--- config.mk ---
export PLATFORM = sky130hd
export DESIGN_NAME = jb_prach_ant_sched
export DESIGN_NICKNAME = d
export VERILOG_FILES = /design/src/rtl/jb_prach_ant_sched.sv
export SDC_FILE = /design/constraint.sdc
export NUM_CORES = 1
export LEC_CHECK = 0
export ABC_CLOCK_PERIOD_IN_PS = 6500
export CORE_MARGIN = 5
export CORE_UTILIZATION = 35
export CTS_CLUSTER_DIAMETER = 60
export DETAILED_ROUTE_END_ITERATION = 8
export SETUP_SLACK_MARGIN = 0.2
export SLEW_MARGIN = 20
export SYNTH_ARGS = -nofsm -noshare
export SYNTH_HDL_FRONTEND = slang
export SYNTH_SLANG_ARGS = --single-unit
--- constraint.sdc ---
create_clock -name clk_4x -period 6.5 [get_ports clk_4x]
set_input_delay 1.3 -clock clk_4x [delete_from_list [all_inputs] [get_ports clk_4x]]
set_output_delay 1.3 -clock clk_4x [all_outputs]
set_load 0.02 [all_outputs]
--- src/rtl/jb_prach_ant_sched.sv ---
// PRACH antenna scheduler: collects one sample per antenna into holding registers,
// then serialises them as a contiguous burst tagged with the antenna index.
module jb_prach_ant_sched #(
  parameter int N_ANTENNAS = 4,
  parameter int PRECISION  = 16,
  parameter int USR_ID_BW  = 2,
  parameter int TIMEOUT    = 8
) (
  input  logic                     clk_4x,
  input  logic                     reset_4x,
  input  logic                     enable,
  input  logic [N_ANTENNAS-1:0]    ant_tvalid_in,
  input  logic [2*PRECISION-1:0]   ant_tdata_in [N_ANTENNAS-1:0],
  input  logic                     err_clr,
  output logic                     tvalid_out,
  output logic [2*PRECISION-1:0]   tdata_out,
  output logic [USR_ID_BW-1:0]     tuser_out,
  output logic [N_ANTENNAS-1:0]    ovf_sticky,
  output logic                     udf_sticky,
  output logic [15:0]              slot_cnt
);

  localparam int CntW = $clog2(TIMEOUT + 1);

  generate
    if (N_ANTENNAS > 2**USR_ID_BW) begin : g_badIdWidth
      $error("jb_prach_ant_sched: USR_ID_BW too narrow for N_ANTENNAS");
    end
  endgenerate

  typedef enum logic [1:0] {IDLE, WAIT, SEND} state_t;

  state_t                   r_state;
  logic [USR_ID_BW-1:0]     r_idx;
  logic [N_ANTENNAS-1:0]    r_full;
  logic [2*PRECISION-1:0]   r_hold [N_ANTENNAS-1:0];
  logic [CntW-1:0]          r_toCnt;
  logic                     r_tvalid;
  logic [2*PRECISION-1:0]   r_tdata;
  logic [USR_ID_BW-1:0]     r_tuser;
  logic [N_ANTENNAS-1:0]    r_ovf;
  logic                     r_udf;
  logic [15:0]              r_slotCnt;

  logic [N_ANTENNAS-1:0]    w_drain;
  logic [N_ANTENNAS-1:0]    w_load;
  logic [N_ANTENNAS-1:0]    w_ovfSet;
  logic                     w_lastBeat;
  logic                     w_udfSet;

  // A slot being drained this cycle may be refilled in the same cycle;
  // anything else arriving on a full slot is dropped and flagged.
  always_comb begin
    w_drain  = '0;
    w_load   = '0;
    w_ovfSet = '0;
    if (r_state == SEND) begin
      w_drain[r_idx] = 1'b1;
    end
    if (enable && (r_state != IDLE)) begin
      for (int i = 0; i < N_ANTENNAS; i++) begin
        if (ant_tvalid_in[i]) begin
          if (!r_full[i] || w_drain[i]) begin
            w_load[i] = 1'b1;
          end else begin
            w_ovfSet[i] = 1'b1;
          end
        end
      end
    end
  end

  assign w_lastBeat = (r_state == SEND) && (r_idx == USR_ID_BW'(N_ANTENNAS - 1));
  assign w_udfSet   = (r_state == WAIT) && enable && (|r_full) && !(&r_full) &&
                      (r_toCnt == CntW'(TIMEOUT - 1));

  always_ff @(posedge clk_4x or posedge reset_4x) begin
    if (reset_4x) begin
      r_state   <= IDLE;
      r_idx     <= '0;
      r_full    <= '0;
      r_toCnt   <= '0;
      r_tvalid  <= 1'b0;
      r_tdata   <= '0;
      r_tuser   <= '0;
      r_ovf     <= '0;
      r_udf     <= 1'b0;
      r_slotCnt <= '0;
      for (int i = 0; i < N_ANTENNAS; i++) begin
        r_hold[i] <= '0;
      end
    end else begin
      r_tvalid  <= 1'b0;
      r_ovf     <= (err_clr ? '0 : r_ovf) | w_ovfSet;
      r_udf     <= (r_udf & ~err_clr) | w_udfSet;
      r_slotCnt <= r_slotCnt + {15'd0, w_lastBeat};
      for (int i = 0; i < N_ANTENNAS; i++) begin
        if (w_load[i]) begin
          r_hold[i] <= ant_tdata_in[i];
        end
      end
      case (r_state)
        IDLE: begin
          r_full  <= '0;
          r_toCnt <= '0;
          r_idx   <= '0;
          if (enable) begin
            r_state <= WAIT;
          end
        end
        WAIT: begin
          if (!enable) begin
            r_state <= IDLE;
            r_full  <= '0;
            r_toCnt <= '0;
          end else if (&r_full) begin
            r_state <= SEND;
            r_idx   <= '0;
            r_toCnt <= '0;
          end else if (|r_full) begin
            // Partial slot timed out: discard it and start collecting afresh.
            if (w_udfSet) begin
              r_full  <= w_load;
              r_toCnt <= '0;
            end else begin
              r_full  <= r_full | w_load;
              r_toCnt <= r_toCnt + 1'b1;
            end
          end else begin
            r_full <= w_load;
          end
        end
        SEND: begin
          r_tvalid <= 1'b1;
          r_tdata  <= r_hold[r_idx];
          r_tuser  <= r_idx;
          r_full   <= (r_full & ~w_drain) | w_load;
          if (w_lastBeat) begin
            r_idx   <= '0;
            r_state <= enable ? WAIT : IDLE;
          end else begin
            r_idx <= r_idx + 1'b1;
          end
        end
        default: r_state <= IDLE;
      endcase
    end
  end

  assign tvalid_out = r_tvalid;
  assign tdata_out  = r_tdata;
  assign tuser_out  = r_tuser;
  assign ovf_sticky = r_ovf;
  assign udf_sticky = r_udf;
  assign slot_cnt   = r_slotCnt;

endmodule

==> results.toml, run 1 <==
[clocking]
hold_buffers = 0
cts_buffers = 17
cts_buffer_depth = 2
cts_num_sinks = 196
cts_setup_buffers = 0
root_buffer = "clkbuf_16"
tritoncts = "built"
cts_resized = 0
htree_levels = 4
clk_latency_ns = 0.43
path_clk_slew_ns = 0.07

[floorplan]
die_h_um = 167
design.core.area_um2 = 24200
pin_count = 192
die_area_um2 = 27800
die_w_um = 167
start_util = 0.354
rows = 57

[finish]
final_nets = 899
final_common_cell = "dfrtp_1"
area_growth_syn_to_layout_pct = 32.8
insertedDiodeCount = 0
final_cell_mix = "194 x dfrtp_1, 191 x clkdlybuf4s50_1, 154 x mux2_2, 30 x mux4_2, 22 x nand2_1"
drive_gt1_frac = 0.311

[drt]
detail-route-antenna-nets = 0
drc = 0
first_pass_iters = 4
num_vias = 5321
wl_um = 21000
via_per_inst = 4.89
wire_per_inst_um = 19.3
drt_iter0_drc = 235

[grt]
grt_usage = 0.155
grt_antenna_before_repair = 0
grt_overflow_total = 0
grt_pass1_wl_um = 34000
grt_pass1_vias = 6020
grt_max_degree = 197

[power]
clkPwrFrac = 0.221
power.share.switching = 0.304
combPwrFrac = 0.339
internal-power_mw = 3.21
powerDensity_nw_per_um2 = 404
p_switching_mw = 1.40
seq_power_share = 0.441
power.total_mw = 4.61
peakVddDrop_v = 0.000184
leakagePower_nw = 4.60

[worst_setup_path]
cp_data_arrival_time_ns = 3.53
cp_top_family = "buffers and inverters"
crit_slowest_cell = "clkdlybuf4s50_1"
r2r-end = "slot_cnt[15]"
worst-path-buf-inv = 2
setup.worst_path.start = "enable"
critPathMaxFanout = 19
worstSetupPathDepth = 5
crit_end = "r_hold[45]"
start_kind = "input port"
rr_startpoint = "r_state[0]"
slowest_delay_ns = 0.63
worstPathRequired_ns = 6.81
worstRegToRegCells = 10
path_cells = "clkdlybuf4s50_1, nand3b_1, a21oi_4, buf_4, mux2_2"
crit_path_end_kind = "flop"
worst-r2r-setup-slack_ns = 3.36
worstSetupPathType = "in -> reg"

[yosys]
yosysUniqueCellTypes = 42
ys_warn_count = 0
syn_inst = 564
synth_seq_area_share = 0.571
synth_area_leaders = "dfrtp_1 57%, mux2_2 20%, mux4_2 7.9%"
syn_area_um2 = 8590
synth.avg_cell_area_um2 = 15.2
synth_nets = 711
synth_top_area_cell = "dfrtp_1"
ys_ff_latch = 196
synth_top_cell_area_share = 0.571

[timing]
layout_min_cycle_time_ns = 3.21
rsz0062_at_grt = "false"
worst_pin_slew_ns = 1.02
max-slew-margin-rel = 0.317
finalClockSkew_ns = 0.0121
hold_viol = 0
fin_tns_setup_ns = 0
fmax_ghz = 0.311
drv_slew = 0
finalCritPeriodShare = 0.495
setup_viol = 0

[run]
drv_cap = 0

[worst_hold_path]
hold_class = "reg -> reg"

[place]
gp_congestion = 0.780
dpl.hpwl_um = 14100
numPortBuffers = 191

[run_status]
status = "finished clean"
power groups by stage:
stage	Sequential, mW	Combinational [mW]	Clock, mW
4_1_cts	2.04	1.59	1.06
5_1_grt	2.11	1.69	1.10
3_5_place_dp	2.06	1.58	0
3_3_place_gp	2.03	1.54	0
6_report	2.03	1.56	1.02
2_1_floorplan	2.09	0.981	0
layer usage:
metal,vias up,GRT usage,share of wire
met5,-,0,0
met4,0,0.0384,0.0096
met3,10,0.0410,0.055
met2,140,0.266,0.51
met1,2750,0.195,0.42
li1,2421,-,-
registers in the layout, indices dropped and copies added, names as in the netlist:
name	cells
r_hold	128
tdata_out	32
slot_cnt	16
ovf_sticky	4
r_full	4
r_toCnt	4
r_idx	2
r_state	2
tuser_out	2
tvalid_out	1
udf_sticky	1
synthesized netlist by cell type:
cell type / number
dfrtp_1: 196
mux2_2: 154
mux4_2: 30
nand2_1: 22
inv_1: 18
buf_4: 13
ha_1: 11
o21ai_0: 11
mux2_1: 10
nor2_1: 8
a21oi_1: 7
xnor2_1: 7
xor2_1: 7
clkbuf_1: 6
nand3_1: 6
nand3b_1: 6
nor3_1: 6
o22ai_1: 6
buf_6: 5
a21oi_2: 4
buf_2: 4
nand4_1: 3
buf_1: 2
mux2i_1: 2
mux4_1: 2
o32ai_1: 2
a211oi_1: 1
a221oi_2: 1
and2_1: 1
and4_1: 1
nand2b_1: 1
nand3_2: 1
nand4bb_1: 1
nor2_2: 1
nor3b_1: 1
nor4_2: 1
o21bai_1: 1
o22ai_2: 1
o2bb2ai_1: 1
o31ai_1: 1
or2_1: 1
or4_4: 1
area by class of cell:
cell class	count	area, um^2
sequential	196	4910
multi-input combinational	320	3450
clock inverter	15	149
inverter	18	71.3
fill	2133	12800
tap	324	405
clock buffer	17	425
timing repair buffer	199	2000
logic make-up after synthesis:
logic type	share of synthesized area
multiplexers	0.302
flip-flops	0.571
AND/OR/NAND/NOR	0.0376
buffers and inverters	0.0316
AO/OA/AOI/OAI	0.0278
XOR/XNOR	0.0143
adder cells (fa/ha/maj)	0.0160
how the worst min path moves through the flow:
stage | from | to | slack [ns] | depth (start not counted)
after global placement | r_toCnt[3] | r_toCnt[3] | 0.45 | 1
after global routing | slot_cnt[15] | slot_cnt[15] | 0.49 | 1
after detailed placement | slot_cnt[15] | slot_cnt[15] | 0.46 | 1
after floorplan | r_toCnt[3] | r_toCnt[3] | 0.44 | 1
after CTS | slot_cnt[15] | slot_cnt[15] | 0.47 | 1
final | slot_cnt[15] | slot_cnt[15] | 0.47 | 1
worst register-to-register path: stages (launching register included):
cell     delay, ns
dfrtp_1       0.42
inv_1         0.10
ha_2          0.62
buf_4         0.50
nand2_1       0.19
inv_1         0.11
ha_1          0.19
nand3_2       0.11
or2_1         0.33
nor4_2        0.35
xor2_1        0.17
per-stage QoR:
stage | util | hold slack [ns] | instance area, um^2 | cells | setup slack (ns)
6_report | 0.471 | 0.472 | 11400 | 1089 | 3.29
5_1_grt | 0.471 | 0.488 | 11400 | 1089 | 3.06
4_1_cts | 0.470 | 0.473 | 11400 | 1088 | 3.29
3_5_place_dp | 0.446 | 0.464 | 10800 | 1056 | 2.85
3_3_place_gp | 0.446 | 0.454 | 10800 | 1056 | 2.90
2_1_floorplan | - | 0.436 | 8600 | 564 | 2.67
Power figures use the tool's default switching activity.
==> inputs of run 2 (changes only) <==
--- a/config.mk
+++ b/config.mk
@@ -5,7 +5,7 @@
 export SDC_FILE = /design/constraint.sdc
 export NUM_CORES = 1
 export LEC_CHECK = 0
-export ABC_CLOCK_PERIOD_IN_PS = 6500
+export ABC_CLOCK_PERIOD_IN_PS = 3400
 export CORE_MARGIN = 5
 export CORE_UTILIZATION = 35
 export CTS_CLUSTER_DIAMETER = 60
==> constraint.sdc (replaced) <==
create_clock -name clk_4x -period 3.4 [get_ports clk_4x]
set_input_delay 0.68 -clock clk_4x [delete_from_list [all_inputs] [get_ports clk_4x]]
set_output_delay 0.68 -clock clk_4x [all_outputs]
set_load 0.02 [all_outputs]
==> run 2 against run 1 <==
Effect of this change:
- clock skew decreased by 0.0011 ns
- final area increased by 0.91%
- combinational power grew 94%
- total power increased by 94%
- hold slack better by 0.0063 ns
- global-route usage grew 0.44 points
- cell count increased by 0.83%
- first-iteration DRC count rose by 41%
- non-clock buffer count grew 9
- wire length up 3.2%
- setup slack lost 2.4 ns
- largest cell class unchanged
==> results.toml, run 2 (synthesized netlist as in run 1, its figures left out) <==
[worst_setup_path]
worstRegToRegCells = 9
cp_common_cell = "inv_1"
crit_slowest_cell = "ha_2"
worst-path-buf-inv = 2
path_cells = "inv_1, ha_2, nand2_1, inv_1, ha_1, nand3_2, or2_1, nor4_2, xor2_1"
slowest_delay_ns = 0.49
rr_startpoint = "r_state[0]"
start_kind = "flop"
worst-r2r-setup-slack_ns = 0.85
setup.worst_path.start = "r_state[0]"
r2r-end = "slot_cnt[15]"
cp_data_arrival_time_ns = 2.89
crit_path_end_kind = "flop"
critPathMaxFanout = 19
worstPathRequired_ns = 3.74
worstSetupPathType = "reg -> reg"
cp_top_family = "simple AND/OR/NAND/NOR gates"

[grt]
grt.busiest_layer = "met2"
grt_overflow_total = 0
grt_max_degree = 45
grt_pass1_wl_um = 35000
grt_util_met2 = 0.267
use_met3 = 0.0412
grt_pass1_vias = 6196
globalRouteMet1Util = 0.209
grt_usage = 0.159
grt_antenna_before_repair = 1

[drt]
drc = 0
wire_per_inst_um = 19.7
first_pass_iters = 4
wl_um = 21600
detail-route-antenna-nets = 0
drt_iter0_drc = 331
via_per_inst = 4.89
num_vias = 5372

[floorplan]
design.core.area_um2 = 24200
start_util = 0.354
rows = 57
die_h_um = 167
die_area_um2 = 27800
die_w_um = 167
pin_count = 192

[place]
numPortBuffers = 191
dpl.hpwl_um = 15400
gp_congestion = 0.812

[clocking]
cts_buffers = 17
hold_buffers = 0
cts_setup_buffers = 0
htree_levels = 4
clk_latency_ns = 0.42
cts_resized = 0
tritoncts = "built"
root_buffer = "clkbuf_16"
cts_buffer_depth = 2
path_clk_slew_ns = 0.07
cts_num_sinks = 196

[finish]
final_util = 0.475
final_cell_mix = "194 x dfrtp_1, 191 x clkdlybuf4s50_1, 154 x mux2_2, 30 x mux4_2, 22 x nand2_1"
final_common_cell = "dfrtp_1"
drive_gt1_frac = 0.318
largest_reg_flops = 128
largest_register = "r_hold"
area_growth_syn_to_layout_pct = 34.0
final_nets = 908

[power]
leakagePower_nw = 4.67
seq_power_share = 0.434
p_switching_mw = 2.67
combPwrFrac = 0.338
internal-power_mw = 6.29
clkPwrFrac = 0.228
peakVddDrop_v = 0.000363
powerDensity_nw_per_um2 = 778
power.share.switching = 0.298

[timing]
fmax_ghz = 0.393
rsz0062_at_grt = "false"
finalClockSkew_ns = 0.0110
setup_viol = 0
max-slew-margin-rel = 0.391
hold_viol = 0
drv_slew = 0
fin_tns_setup_ns = 0
finalCritPeriodShare = 0.749
layout_min_cycle_time_ns = 2.55
worst_pin_slew_ns = 0.912

[worst_hold_path]
min-delay-start = "slot_cnt[15]"
worstHoldEndpoint = "slot_cnt[15]"
hold_class = "reg -> reg"
holdPathStages = 1

[run]
drv_cap = 0

[run_status]
status = "finished clean"
==> run 2: cell type report <==
type,instances,area (um^2)
Inverter,18,71.3
Multi-Input combinational cell,320,3450
Sequential cell,196,4910
Tap cell,324,405
Fill cell,2140,12700
Clock buffer,17,425
Clock inverter,14,165
Antenna cell,1,2.50
Timing Repair Buffer,208,2090
==> run 2: how the worst max path moves through the flow <==
| stage | end | depth (start not counted) | slack [ns] |
|---|---|---|---|
| 6_report | slot_cnt[15] | 9 | 0.85 |
| 5_1_grt | slot_cnt[15] | 9 | 0.63 |
| 2_1_floorplan | ovf_sticky[0] | 1 | 0.19 |
| 4_1_cts | slot_cnt[15] | 9 | 0.83 |
| 3_5_place_dp | r_hold[73] | 5 | 0.82 |
| 3_3_place_gp | r_hold[113] | 5 | 0.85 |
==> run 2: worst reg2reg max path, stage by stage (launching register included) <==
cell     delay, ns
dfrtp_1       0.42
inv_1         0.10
ha_2          0.49
nand2_1       0.20
inv_1         0.16
ha_1          0.20
nand3_2       0.11
or2_1         0.32
nor4_2        0.32
xor2_1        0.16
==> run 2: through the flow <==
step | instance area (um^2) | std cells | hold WS, ns | worst slack, ns | power [mW]
floorplan | 8600 | 564 | 0.436 | 0.188 | 5.87
global placement | 10900 | 1066 | 0.453 | 0.850 | 6.86
detailed placement | 10900 | 1066 | 0.473 | 0.822 | 7.01
CTS | 11500 | 1097 | 0.484 | 0.835 | 9.09
global route | 11500 | 1098 | 0.493 | 0.629 | 9.49
finish | 11500 | 1098 | 0.478 | 0.854 | 8.96
==> run 2: layer usage <==
metal	wire length (um)	vias up	share of wire
li1	-	2441	-
met5	0	-	0
met1	9490	2769	0.44
met3	1140	12	0.053
met2	10800	150	0.50
met4	201	0	0.0093
==> run 2: power groups by stage <==
stage	clock network, mW	logic [mW]	registers, mW
after global placement	0	2.99	3.86
after floorplan	0	1.88	3.99
after global routing	2.20	3.28	4.01
final	2.04	3.03	3.88
after CTS	2.11	3.09	3.89
after detailed placement	0	3.08	3.94
